## config.mk

```make
export PLATFORM = sky130hd
export DESIGN_NAME = mirfak_div_unit
export DESIGN_NICKNAME = d
export VERILOG_FILES = /design/src/rtl/mirfak_div_unit.sv
export SDC_FILE = /design/constraint.sdc
export NUM_CORES = 1
export LEC_CHECK = 0
export CORE_AREA = 4 4 137 139
export CTS_CLUSTER_DIAMETER = 150
export DETAILED_ROUTE_END_ITERATION = 12
export DIE_AREA = 0 0 141 143
export MAX_ROUTING_LAYER = met4
export PLACE_DENSITY_LB_ADDON = 0.25
export SLEW_MARGIN = 10
export SYNTH_ARGS = -nofsm -noshare
export SYNTH_HDL_FRONTEND = slang
export SYNTH_SLANG_ARGS = --single-unit
```

## constraint.sdc

```tcl
create_clock -name clk_i -period 13.4 [get_ports clk_i]
set_clock_uncertainty 0.1 [all_clocks]
set_input_delay 4.02 -clock clk_i [delete_from_list [all_inputs] [get_ports clk_i]]
set_output_delay 4.02 -clock clk_i [all_outputs]
set_load 0.05 [all_outputs]
```

## src/rtl/mirfak_div_unit.sv

```systemverilog
// Iterative RV32M divider (DIV/DIVU/REM/REMU): restoring shift-subtract, one quotient bit per cycle.
// Define MIRFAK_DIV_FAST_SPECIAL_EN to finish divide-by-zero and signed overflow in one cycle.
//
// state | meaning
// IDLE  | waiting for div_enable; operands sampled here only
// BUSY  | 32 shift-subtract iterations
// DONE  | div_ack high for one cycle, then back to IDLE
module mirfak_div_unit (
    input  logic        clk_i,
    input  logic        rst_i,
    input  logic [31:0] div_op1,
    input  logic [31:0] div_op2,
    input  logic [1:0]  div_cmd,
    input  logic        div_enable,
    input  logic        div_abort,
    output logic [31:0] div_result,
    output logic        div_ack
);

    typedef enum logic [1:0] {ST_IDLE, ST_BUSY, ST_DONE} state_t;

    state_t      state;
    logic [4:0]  iter_cnt;
    logic [31:0] quo;
    logic [31:0] rem;
    logic [31:0] dvs;
    logic [1:0]  cmd_q;
    logic        neg_q;
    logic        neg_r;

    logic        is_signed;
    logic        op1_neg;
    logic        op2_neg;
    logic [31:0] op1_mag;
    logic [31:0] op2_mag;
    logic [32:0] rem_sh;
    logic [32:0] trial;
    logic [31:0] rem_nxt;
    logic [31:0] quo_nxt;
    logic [31:0] q_fix;
    logic [31:0] r_fix;
    logic [31:0] final_res;
    logic        special;
    logic [31:0] special_res;

    assign is_signed = ~div_cmd[0];
    assign op1_neg   = is_signed & div_op1[31];
    assign op2_neg   = is_signed & div_op2[31];
    assign op1_mag   = op1_neg ? (32'd0 - div_op1) : div_op1;
    assign op2_mag   = op2_neg ? (32'd0 - div_op2) : div_op2;

    // The remainder never exceeds the divisor, so only the shifted trial needs the 33rd bit.
    assign rem_sh  = {rem, quo[31]};
    assign trial   = rem_sh - {1'b0, dvs};
    assign rem_nxt = trial[32] ? rem_sh[31:0] : trial[31:0];
    assign quo_nxt = {quo[30:0], ~trial[32]};

    assign q_fix     = neg_q ? (32'd0 - quo_nxt) : quo_nxt;
    assign r_fix     = neg_r ? (32'd0 - rem_nxt) : rem_nxt;
    assign final_res = cmd_q[1] ? r_fix : q_fix;

`ifdef MIRFAK_DIV_FAST_SPECIAL_EN
    logic div_zero;
    logic sgn_ovf;
    assign div_zero    = (div_op2 == 32'd0);
    assign sgn_ovf     = is_signed && (div_op1 == 32'h8000_0000) && (div_op2 == 32'hFFFF_FFFF);
    assign special     = div_zero | sgn_ovf;
    assign special_res = div_zero ? (div_cmd[1] ? div_op1 : 32'hFFFF_FFFF)
                                  : (div_cmd[1] ? 32'd0 : 32'h8000_0000);
`else
    assign special     = 1'b0;
    assign special_res = 32'd0;
`endif

    always_ff @(posedge clk_i or negedge rst_i) begin
        if (!rst_i) begin
            state      <= ST_IDLE;
            iter_cnt   <= 5'd0;
            quo        <= 32'd0;
            rem        <= 32'd0;
            dvs        <= 32'd0;
            cmd_q      <= 2'd0;
            neg_q      <= 1'b0;
            neg_r      <= 1'b0;
            div_result <= 32'd0;
            div_ack    <= 1'b0;
        end else begin
            div_ack <= 1'b0;
            if (div_abort) begin
                state <= ST_IDLE;
            end else begin
                case (state)
                    ST_IDLE: begin
                        if (div_enable) begin
                            if (special) begin
                                div_result <= special_res;
                                div_ack    <= 1'b1;
                                state      <= ST_DONE;
                            end else begin
                                quo      <= op1_mag;
                                rem      <= 32'd0;
                                dvs      <= op2_mag;
                                cmd_q    <= div_cmd;
                                // Divide-by-zero keeps the all-ones quotient unsigned.
                                neg_q    <= (op1_neg ^ op2_neg) && (div_op2 != 32'd0);
                                neg_r    <= op1_neg;
                                iter_cnt <= 5'd0;
                                state    <= ST_BUSY;
                            end
                        end
                    end
                    ST_BUSY: begin
                        quo      <= quo_nxt;
                        rem      <= rem_nxt;
                        iter_cnt <= iter_cnt + 5'd1;
                        if (iter_cnt == 5'd31) begin
                            div_result <= final_res;
                            div_ack    <= 1'b1;
                            state      <= ST_DONE;
                        end
                    end
                    ST_DONE: state <= ST_IDLE;
                    default: state <= ST_IDLE;
                endcase
            end
        end
    end

endmodule

```

Yosys cells after proc, flatten, opt, wreduce, memory -nomap -nowiden:

Index checks and enable logic that the tools add are counted.

* bits of input ports: 70
* output and inout port bits: 33
* word-level logic and storage cells: 54
* register bits: 140

* $add $sub $neg: 6
* equality and inequality tests: 5
* bitwise logic cells: 6
* reduce and logical (&&, ||, !) cells: 8
* multiplexer cells: 19

Operators with widths (number)
* $mux W32: 8
* $pmux W32 S2: 2
* $sub A1 B32 Y32 const A: 4
* $sub A33 B32 Y33: 1
* $reduce_bool A32 Y1: 1
* $pmux W5 S2: 1
* $reduce_and A3 Y1: 3
* $mux W2: 3
* $ne A3 B3 Y1 const B: 2
* $add A5 B1 Y5 const B: 1
* $eq A5 B5 Y1 const B: 1
* $mux W5: 1
* $pmux W2 S2: 1
* $mux W1: 3
* $not A1 Y1: 3
* $and A1 B1 Y1: 2
* $eq A2 B1 Y1 const B: 1
* $logic_not A2 Y1: 1
* $ne A2 B2 Y1 const B: 1
* $reduce_and A2 Y1: 1
* $reduce_bool A2 Y1: 1
* $logic_and A1 B1 Y1: 1
* $xor A1 B1 Y1: 1

Logic depth before layout (Yosys ltp):

* depth in word-level cells: 5
* gate-level depth with buffers: 24
* gate-level depth less buffers: 21

Least setup slack after synthesis:

OpenSTA, ideal clock, no wires.

* kind: input to register
* from: in div_op1[4]
* to: reg quo[29]
* path slack: 7.058 ns
* library setup time: 0.083 ns
* cell stages on the path: 11
* data required time: 13.217 ns
* data arrival time: 6.159 ns
* cell sequence: nor4_1 -> nand2_1 -> nor4_1 -> and2_1 -> nand3b_1 -> nor3_1 -> nand2_1 -> o41ai_1 -> xnor2_1 -> mux2i_1 -> o21ai_0

* longest elaborated chain between the ends: 4

Ends and longest elaborated chain
* start, declared: line 11 `input logic [31:0] div_op1,`
* $sub A1 B32 Y32: line 49 `assign op1_mag = op1_neg ? (32'd0 - div_op1) : div_op1;`
* $mux W32: line 49
* $mux W32: line 94 `if (div_enable) begin`
* $pmux W32 S2: line 92 `case (state)`
* end signal, assigned: line 100 `quo <= op1_mag;`
* end signal, assigned: line 113 `quo <= quo_nxt;`
* end, declared: line 24 `logic [31:0] quo;`

No other way between the ends. The select of a mux whose other input is x is not followed.
A chain may end at the register's enable or synchronous reset.

Final worst setup path:

* from: reg quo[31]
* to: reg div_result[28]

* longest elaborated chain between the ends: 5
* elaborated cells on any way between the ends: 8
* classes of those cells: 3 x add/sub; 4 x mux; 1 x bitwise

Ends and longest elaborated chain
* $sub A33 B32 Y33: line 54 `assign trial = rem_sh - {1'b0, dvs};`
* $mux W32 / $not A1 Y1 (equally long branches): line 55, 56
* $sub A1 B32 Y32, on equally long branches: line 59, 58
* $mux W32, on equally long branches: line 59, 58
* $mux W32 *: line 60 `assign final_res = cmd_q[1] ? r_fix : q_fix;`
* end signal, assigned: line 96 `div_result <= special_res;`
* end signal, assigned: line 117 `div_result <= final_res;`
* end, declared: line 16 `output logic [31:0] div_result,`

Every way passes the cells marked *; elsewhere a longest branch is shown, timed or not.

==> impl_metrics.tcl <==
set metrics [dict create \
    status "completed" \
    grt_max_degree 97 \
    power_density_nw_per_um2 231 \
    drv_cap 0 \
    worstPathRequired_ns 13.65 \
    holdWs_ns 0.379 \
    hp-start "div_result[16]" \
    start_util 0.629 \
    r2r_start "quo[31]" \
    syn_area_um2 11100 \
    cp.arrival_ns 7.50 \
    track_usage 0.318 \
    final_area_um2 12800 \
    grt_pass1_vias 10300 \
    syn_nets 1537 \
    fmax_ghz 0.138 \
    area_growth_pct 15.2 \
    period_share 0.540 \
    synthDistinctLibCells 77 \
    cts_sinks 139 \
    cts_made_buffers 17 \
    clockBufferDepth 2 \
    ys_seq_elements 139 \
    final_common_cell "o21ai_0" \
    htreeDepth 4 \
    yosys_warnings 0 \
    path_cells "inv_1 -> ha_1 -> fa_1 -> nor2b_1 -> o31a_1 -> o21ai_0 -> a211oi_1 -> o21a_1 -> nor2_4 -> inv_2 -> nor2_1 -> a21oi_1 -> ha_1 -> nand4_1 -> a2111oi_2 -> a41oi_1 -> nor4_1 -> a41oi_1 -> xor2_1 -> o21ai_0" \
    clk_pin_slew_worst_paths_ns 0.06 \
    synthArstFlopShare 1.00 \
    critical_path_class "flip-flop to flip-flop" \
    wirelength_um 31200 \
    synth_edf_count 0 \
    nets 1595 \
    setup_viol 0 \
    cts_root_buf "clkbuf_16" \
    end_kind "flip-flop" \
    cts_tree "yes" \
    ys.flop_type "dfrtp_1" \
    rsz0062_at_grt "no" \
    cts.repair.resized 0 \
    hold_path.class "flip-flop to flip-flop" \
    antenna_found_initial 0 \
    yosys-top-cells-area "dfrtp_1 31%, o21ai_0 8.7%, nand2_1 6.4%" \
    r2r_end "div_result[28]" \
    ios 103 \
    drtAntennaViolNets 0 \
    core_area_um2 17700 \
    hold_violations 0 \
    drc 0 \
    syn_inst 1428 \
    critPathMaxStageDelay_ns 0.87 \
    postCtsSetupBuffers 0 \
    avgSynthCellArea_um2 7.78 \
    fill_cells 1485 \
    maxSlewViolCount 0 \
    fin_setup_tns_ns 0 \
    globalplace.congestion 0.971 \
    ff2ff_path_depth 20 \
    yosysSeqAreaShare 0.313 \
    grt_first_pass_wirelength_um 50800 \
    start_kind "flip-flop" \
    initialDrtViolationCount 1014 \
    finalCriticalPeriod_ns 7.24 \
    synth_top_area_share 0.313 \
    critPathSlowestCell "nor4_1" \
    placed_area_um2 12200 \
    fp-row-count 49 \
    drt_pass1_iterations 6 \
    reg2reg_slack_ns 6.16 \
    hold_depth 1 \
    final_cell_mix "192 x o21ai_0, 190 x nand2_1, 139 x dfrtp_1" \
    seqCellArea_um2 3480 \
    cts_hold_buffers 0 \
    avgViaCountPerCell 6.36 \
    wl_per_cell_um 18.1 \
    die-width_um 141 \
    multi_input_area_um2 7170 \
    drive_gt1_frac 0.0414 \
    holdPathEnd "div_result[16]" \
    grt_overflow 0 \
    synth_top_cell_by_area "dfrtp_1" \
    fp.dieH_um 143 \
    cellLeakagePower_nw 5.31 \
    port_buffers 102 \
    crit_fanout 37 \
    worstMarginPinSlew_ns 1.16 \
    via_count 11000 \
    clk_latency_ns 0.43 \
    irDropWorstVdd_mv 0.171 \
    fp.dieArea_um2 20200 \
    slew_headroom 0.222 \
    antennaDiodeCount 0 \
    hpwl_um 22800 \
]
## synthesized netlist by cell type, types with 16 or more instances
master    instances
o21ai_0         192
nand2_1         190
dfrtp_1         139
a21oi_1         120
nor2_1          113
xnor2_1          73
clkbuf_1         58
inv_1            55
xor2_1           55
ha_1             38
nor3_1           34
mux2i_1          29
o31ai_1          29
nor4_1           21
or3_1            20
o41ai_1          17
nand2b_1         16
## stage by stage
stage | setup slack (ns) | power (W) | util | cells
after floorplan | 7.06 | 0.00201 | - | 1428
after global placement | 6.19 | 0.00241 | 0.693 | 1696
after global routing | 5.73 | 0.00316 | 0.725 | 1728
final | 6.16 | 0.00295 | 0.725 | 1728
after detailed placement | 5.90 | 0.00245 | 0.693 | 1696
after CTS | 6.38 | 0.00291 | 0.725 | 1728
## sequential cells by signal (all words and copies together), names as in the netlist
name,count
neg_r,1
state,2
dvs,32
div_result,32
neg_q,1
cmd_q,1
div_ack,1
rem,32
quo,32
iter_cnt,5
## metal layers
metal | track usage | wire (µm) | vias to the layer above
li1 | - | - | 5287
met4 | 0.0974 | 758 | 0
met2 | 0.526 | 15400 | 382
met1 | 0.414 | 13400 | 5260
met3 | 0.0385 | 1670 | 69
met5 | - | 0 | -
## how the worst max path moves through the flow
stage	slack [ns]	end	depth (start not counted)	startpoint
2_1_floorplan	7.06	quo[29]	11	div_op1[4]
3_5_place_dp	5.90	quo[29]	12	div_op1[4]
4_1_cts	6.38	quo[29]	12	div_op1[4]
3_3_place_gp	6.19	quo[28]	12	div_op1[4]
5_1_grt	5.73	div_result[28]	20	quo[31]
6_report	6.16	div_result[28]	20	quo[31]
## cell type report
cell class | count | share of cell area
Tap cell | 229 | 0.0224
Multi-Input combinational cell | 1160 | 0.560
Clock inverter | 12 | 0.00899
Timing Repair Buffer | 111 | 0.0852
Inverter | 57 | 0.0167
Sequential cell | 139 | 0.272
Clock buffer | 20 | 0.0349
## kinds of logic (layout without fill, tap and decap cells)
group | Yosys count | count (layout) | share of synthesized area
buffers and inverters | 129 | 200 | 0.0452
adder cells (fa/ha/maj) | 39 | 39 | 0.0446
AO/OA/AOI/OAI | 484 | 484 | 0.266
AND/OR/NAND/NOR | 477 | 477 | 0.201
XOR/XNOR | 128 | 128 | 0.101
flip-flops | 139 | 139 | 0.313
multiplexers | 32 | 32 | 0.0292
## power breakdown
part / switching (W) / total (W) / internal (W)
clock: 0.000193 / 0.000455 / 0.000262
combinational: 0.00116 / 0.00186 / 0.000707
sequential: 0.000126 / 0.000631 / 0.000505
## worst max-delay path, delay by kind of cell, from the launching register on
kind / cells / cell delay [ns]
AOI/OAI and AO/OA: 9 / 3.05
xor gates and xnor gates: 1 / 0.24
adders and majority gates: 3 / 1.02
buffers and inverters: 2 / 0.73
DFF: 1 / 0.52
and+or+nand+nor: 5 / 1.46
Note: power is estimated with default switching activity, not from simulation.
